`config.mk`:
```
export PLATFORM = sky130hd
export DESIGN_NAME = fa_pipe_adder
export DESIGN_NICKNAME = d
export VERILOG_FILES = /design/src/rtl/fa_pipe_adder.sv
export SDC_FILE = /design/constraint.sdc
export NUM_CORES = 1
export LEC_CHECK = 0
export CORE_MARGIN = 3
export CORE_UTILIZATION = 30
export DETAILED_ROUTE_END_ITERATION = 12
export GPL_ROUTABILITY_DRIVEN = 0
export PLACE_DENSITY = 0.45
export SYNTH_ARGS = -nofsm -noshare
export SYNTH_HDL_FRONTEND = slang
export SYNTH_SLANG_ARGS = --single-unit
```
`constraint.sdc`:
```
create_clock -name clk -period 4.2 [get_ports clk]
set_input_delay 0.84 -clock clk [delete_from_list [all_inputs] [get_ports clk]]
set_output_delay 0.84 -clock clk [all_outputs]
set_load 0.02 [all_outputs]
```
`src/rtl/fa_pipe_adder.sv`:
```
// rtl/fa_pipe_adder.sv - pipelined WIDTH-bit add/subtract, one CHUNK-bit ripple slice per stage
// Global stall: every register, valid bits included, holds while the output is blocked.
module fa_pipe_adder #(
  parameter int WIDTH = 16,
  parameter int CHUNK = 4
) (
  input  logic             clk,
  input  logic             rst,
  input  logic             in_valid,
  output logic             in_ready,
  input  logic [WIDTH-1:0] a,
  input  logic [WIDTH-1:0] b,
  input  logic             cin,
  input  logic             sub,
  output logic             out_valid,
  input  logic             out_ready,
  output logic [WIDTH-1:0] sum,
  output logic             carry,
  output logic             overflow
);

  localparam int STAGES = WIDTH / CHUNK;
  localparam int LAST   = STAGES - 1;

  // Per-stage skew registers: operands still to be added and result slices already done.
  logic [WIDTH-1:0]  a_q  [STAGES];
  logic [WIDTH-1:0]  b_q  [STAGES];
  logic [WIDTH-1:0]  s_q  [STAGES];
  logic [STAGES-1:0] c_q;
  logic [STAGES-1:0] v_q;
  logic              ovf_q;

  logic [WIDTH-1:0]  a_in [STAGES];
  logic [WIDTH-1:0]  b_in [STAGES];
  logic [WIDTH-1:0]  s_in [STAGES];
  logic [WIDTH-1:0]  s_nx [STAGES];
  logic [CHUNK:0]    part [STAGES];
  logic [STAGES-1:0] c_in;
  logic [STAGES-1:0] c_nx;
  logic [STAGES-1:0] v_in;
  logic              ovf_nx;
  logic              stall;

  assign stall     = v_q[LAST] & ~out_ready;
  assign in_ready  = ~stall & ~rst;
  assign out_valid = v_q[LAST];
  assign sum       = s_q[LAST];
  assign carry     = c_q[LAST];
  assign overflow  = ovf_q;

  always_comb begin
    // Subtract is A + ~B + ~cin, so borrow-in inverts along with B.
    a_in[0] = a;
    b_in[0] = sub ? ~b : b;
    c_in[0] = sub ^ cin;
    s_in[0] = '0;
    v_in[0] = in_valid;
    for (int i = 1; i < STAGES; i++) begin
      a_in[i] = a_q[i-1];
      b_in[i] = b_q[i-1];
      c_in[i] = c_q[i-1];
      s_in[i] = s_q[i-1];
      v_in[i] = v_q[i-1];
    end
    for (int i = 0; i < STAGES; i++) begin
      part[i] = {1'b0, a_in[i][i*CHUNK +: CHUNK]} + {1'b0, b_in[i][i*CHUNK +: CHUNK]}
              + {{CHUNK{1'b0}}, c_in[i]};
      s_nx[i] = s_in[i];
      s_nx[i][i*CHUNK +: CHUNK] = part[i][CHUNK-1:0];
      c_nx[i] = part[i][CHUNK];
    end
    // Carry into the MSB is recovered as a^b^sum at that bit, then compared with carry out.
    ovf_nx = (a_in[LAST][WIDTH-1] ^ b_in[LAST][WIDTH-1] ^ s_nx[LAST][WIDTH-1]) ^ c_nx[LAST];
  end

  always_ff @(posedge clk) begin
    if (rst) begin
      v_q   <= '0;
      c_q   <= '0;
      ovf_q <= 1'b0;
      for (int i = 0; i < STAGES; i++) begin
        a_q[i] <= '0;
        b_q[i] <= '0;
        s_q[i] <= '0;
      end
    end else if (!stall) begin
      v_q   <= v_in;
      c_q   <= c_nx;
      ovf_q <= ovf_nx;
      for (int i = 0; i < STAGES; i++) begin
        a_q[i] <= a_in[i];
        b_q[i] <= b_in[i];
        s_q[i] <= s_nx[i];
      end
    end
  end

endmodule

```
==> impl_metrics.env <==
export IMPL_status="completed"
export IMPL_port_buffers=57
export IMPL_leakagePower_nw=2.12
export IMPL_place_inst=514
export IMPL_synth_seq_cells=97
export IMPL_die_w_um=124
export IMPL_clk_pin_slew_worst_paths_ns=0.06
export IMPL_powerDensity_mw_per_mm2=397
export IMPL_required_ns=3.36
export IMPL_cts_max_level=3
export IMPL_gr_total_overflow=0
export IMPL_drive_above_1_share_pct=6.21
export IMPL_vdd_drop_max_uv=176
export IMPL_totalPowerFinal_mw=2.06
export IMPL_area_delta_synth_final_pct=24.7
export IMPL_grt_pass1_vias=2091
export IMPL_ys_warnings_count=0
export IMPL_vias_per_cell=4.03
export IMPL_worst_setup_path_end_kind="output pin"
export IMPL_fin_util_pct=38.9
export IMPL_synthTopCellsByArea="edfxtp_1 63%, and2_1 9.9%, dfxtp_1 4.3%"
export IMPL_seq_area_frac_synth_pct=67.6
export IMPL_synthFlopType="edfxtp_1"
export IMPL_setup_viol=0
export IMPL_finalHoldViolations=0
export IMPL_vias=2135
export IMPL_cts_buffers=9
export IMPL_period_minus_slack_ns=2.98
export IMPL_grt_max_degree=70
export IMPL_fin_setup_tns_ns=0
export IMPL_crit_fanout=3
export IMPL_mostFrequentLayoutCells="88 x edfxtp_1, 66 x and2_1, 57 x clkdlybuf4s50_1"
export IMPL_synth_edf_count=88
export IMPL_maxSlewHeadroom_pct=63.7
export IMPL_instances_no_fill=530
export IMPL_synth_area_mm2=0.00418
export IMPL_die_y_um=124
export IMPL_start_util_pct=31.2
export IMPL_post_cts_buffers=0
export IMPL_place_ws_ns=1.06
export IMPL_startpoint_type="input port"
export IMPL_hp_class="register to register"
export IMPL_insertion_delay_ns=0.34
export IMPL_fin_skew_ns=0.00635
export IMPL_cts_sinks=97
export IMPL_die_area_mm2=0.0154
export IMPL_drt_initial_drc_count=79
export IMPL_rsz0062_at_grt="no"
export IMPL_nets=407
export IMPL_hold_slack_ns=0.445
export IMPL_worst_slew_pin_slew_ns=0.545
export IMPL_coreArea_mm2=0.0134
export IMPL_finalWirelength_um=6280
export IMPL_hpwl_um=3920
export IMPL_synthCells=288
export IMPL_worst_setup_path_type="input port to output pin"
export IMPL_nFillCells=1297
export IMPL_cts_root_buf="clkbuf_16"
export IMPL_yosys_area_top_type_share_pct=63.3
export IMPL_grt_pass1_wl_um=10200
export IMPL_async_reset_ff_share_pct=0
export IMPL_ios=58
export IMPL_slew_viol_final=0
export IMPL_cap_violations=0
export IMPL_yosysTopAreaCell="edfxtp_1"
export IMPL_rows=42
export IMPL_antenna_cells=0
export IMPL_final_common_cell="edfxtp_1"
export IMPL_syn_nets=346
export IMPL_design_area_mm2=0.00521
export IMPL_cts_tree="done"
export IMPL_fin_ws_ns=1.22
export IMPL_dr_pass1_iters=4
export IMPL_syn_avg_cell_area_um2=14.5
export IMPL_gr_usage_all_layers_pct=8.91
export IMPL_ant_nets=0
export IMPL_fmax_ghz=0.336
export IMPL_detailed_place_area_mm2=0.00494
export IMPL_drc=0
export IMPL_clk_path_buf_depth=2
export IMPL_cts_hold_buf=0
export IMPL_antenna_found_initial=0
export IMPL_netlist_cell_type_count=23
export IMPL_arrival_ns=2.14
export IMPL_wl_per_cell_um=11.9
export IMPL_ctsResizeCount=0
export IMPL_finalCritPeriodShare_pct=71.0
[report_power, final]
| group | internal [mW] | switching, mW | total (mW) | leakage [nW] |
|---|---|---|---|---|
| Clock | 0.396 | 0.336 | 0.732 | 0.121 |
| Combinational | 0.106 | 0.0861 | 0.192 | 0.883 |
| Sequential | 1.12 | 0.0167 | 1.14 | 1.12 |
| Total | 1.63 | 0.439 | 2.06 | 2.12 |
[synth_stat cells (all sizes together), types with 6 or more instances]
library cell	number
ha	12
nand2	6
buf	7
dfxtp	9
fa	8
a21oi	9
nor2	23
edfxtp	88
a21o	8
xnor2	15
o21ai	6
xor2	11
and2	66
inv	11
[cells by family after synthesis]
family,Yosys count,synth area share [%]
DFF,97,67.6
buffers and inverters,23,2.79
and+or+nand+nor,97,13.0
xor gates and xnor gates,26,5.45
AOI/OAI and AO/OA,25,3.69
adders and majority gates,20,7.43
[sequential cells by signal, indices dropped and copies added (netlist names)]
name and flops:
overflow 1, b_q 24, v_q 4, a_q 24, c_q 4, s_q 40
[area by class of cell]
type	instances	area [um2]	area share, %
Clock inverter	6	35.0	0.673
Timing Repair Buffer	62	621	11.9
Clock buffer	10	229	4.40
Sequential cell	97	2820	54.2
Tap cell	176	220	4.23
Multi-Input combinational cell	168	1240	23.7
Inverter	11	42.5	0.817
[per-layer routing]
metal / track usage [%] / part of all wire [%] / vias to the layer above
li1: - / - / 1103
met3: 2.04 / 6.1 / 12
met5: 0 / 0 / -
met2: 14.1 / 47 / 51
met4: 5.54 / 2.5 / 0
met1: 11.1 / 45 / 969
[path summary, 6_finish.rpt]
check | startpoint | end | slack [ns] | cells after the start
max reg2reg | a_q[0][44]$_SDFFCE_PN0P_ | overflow$_SDFFE_PP0N_ | 2.17 | 6
min reg2reg | overflow$_SDFFE_PP0N_ | overflow$_SDFFE_PP0N_ | 0.44 | 2
max | out_ready | in_ready | 1.22 | 5
min | overflow$_SDFFE_PP0N_ | overflow$_SDFFE_PP0N_ | 0.44 | 2
[critical path, stage by stage]
cell and delay, ns:
clkdlybuf4s50_1 0.46, nand2b_4 0.13, nand2b_2 0.07, inv_2 0.05
clkdlybuf4s50_1 0.59
No activity file was read; power rests on OpenSTA's default activity.
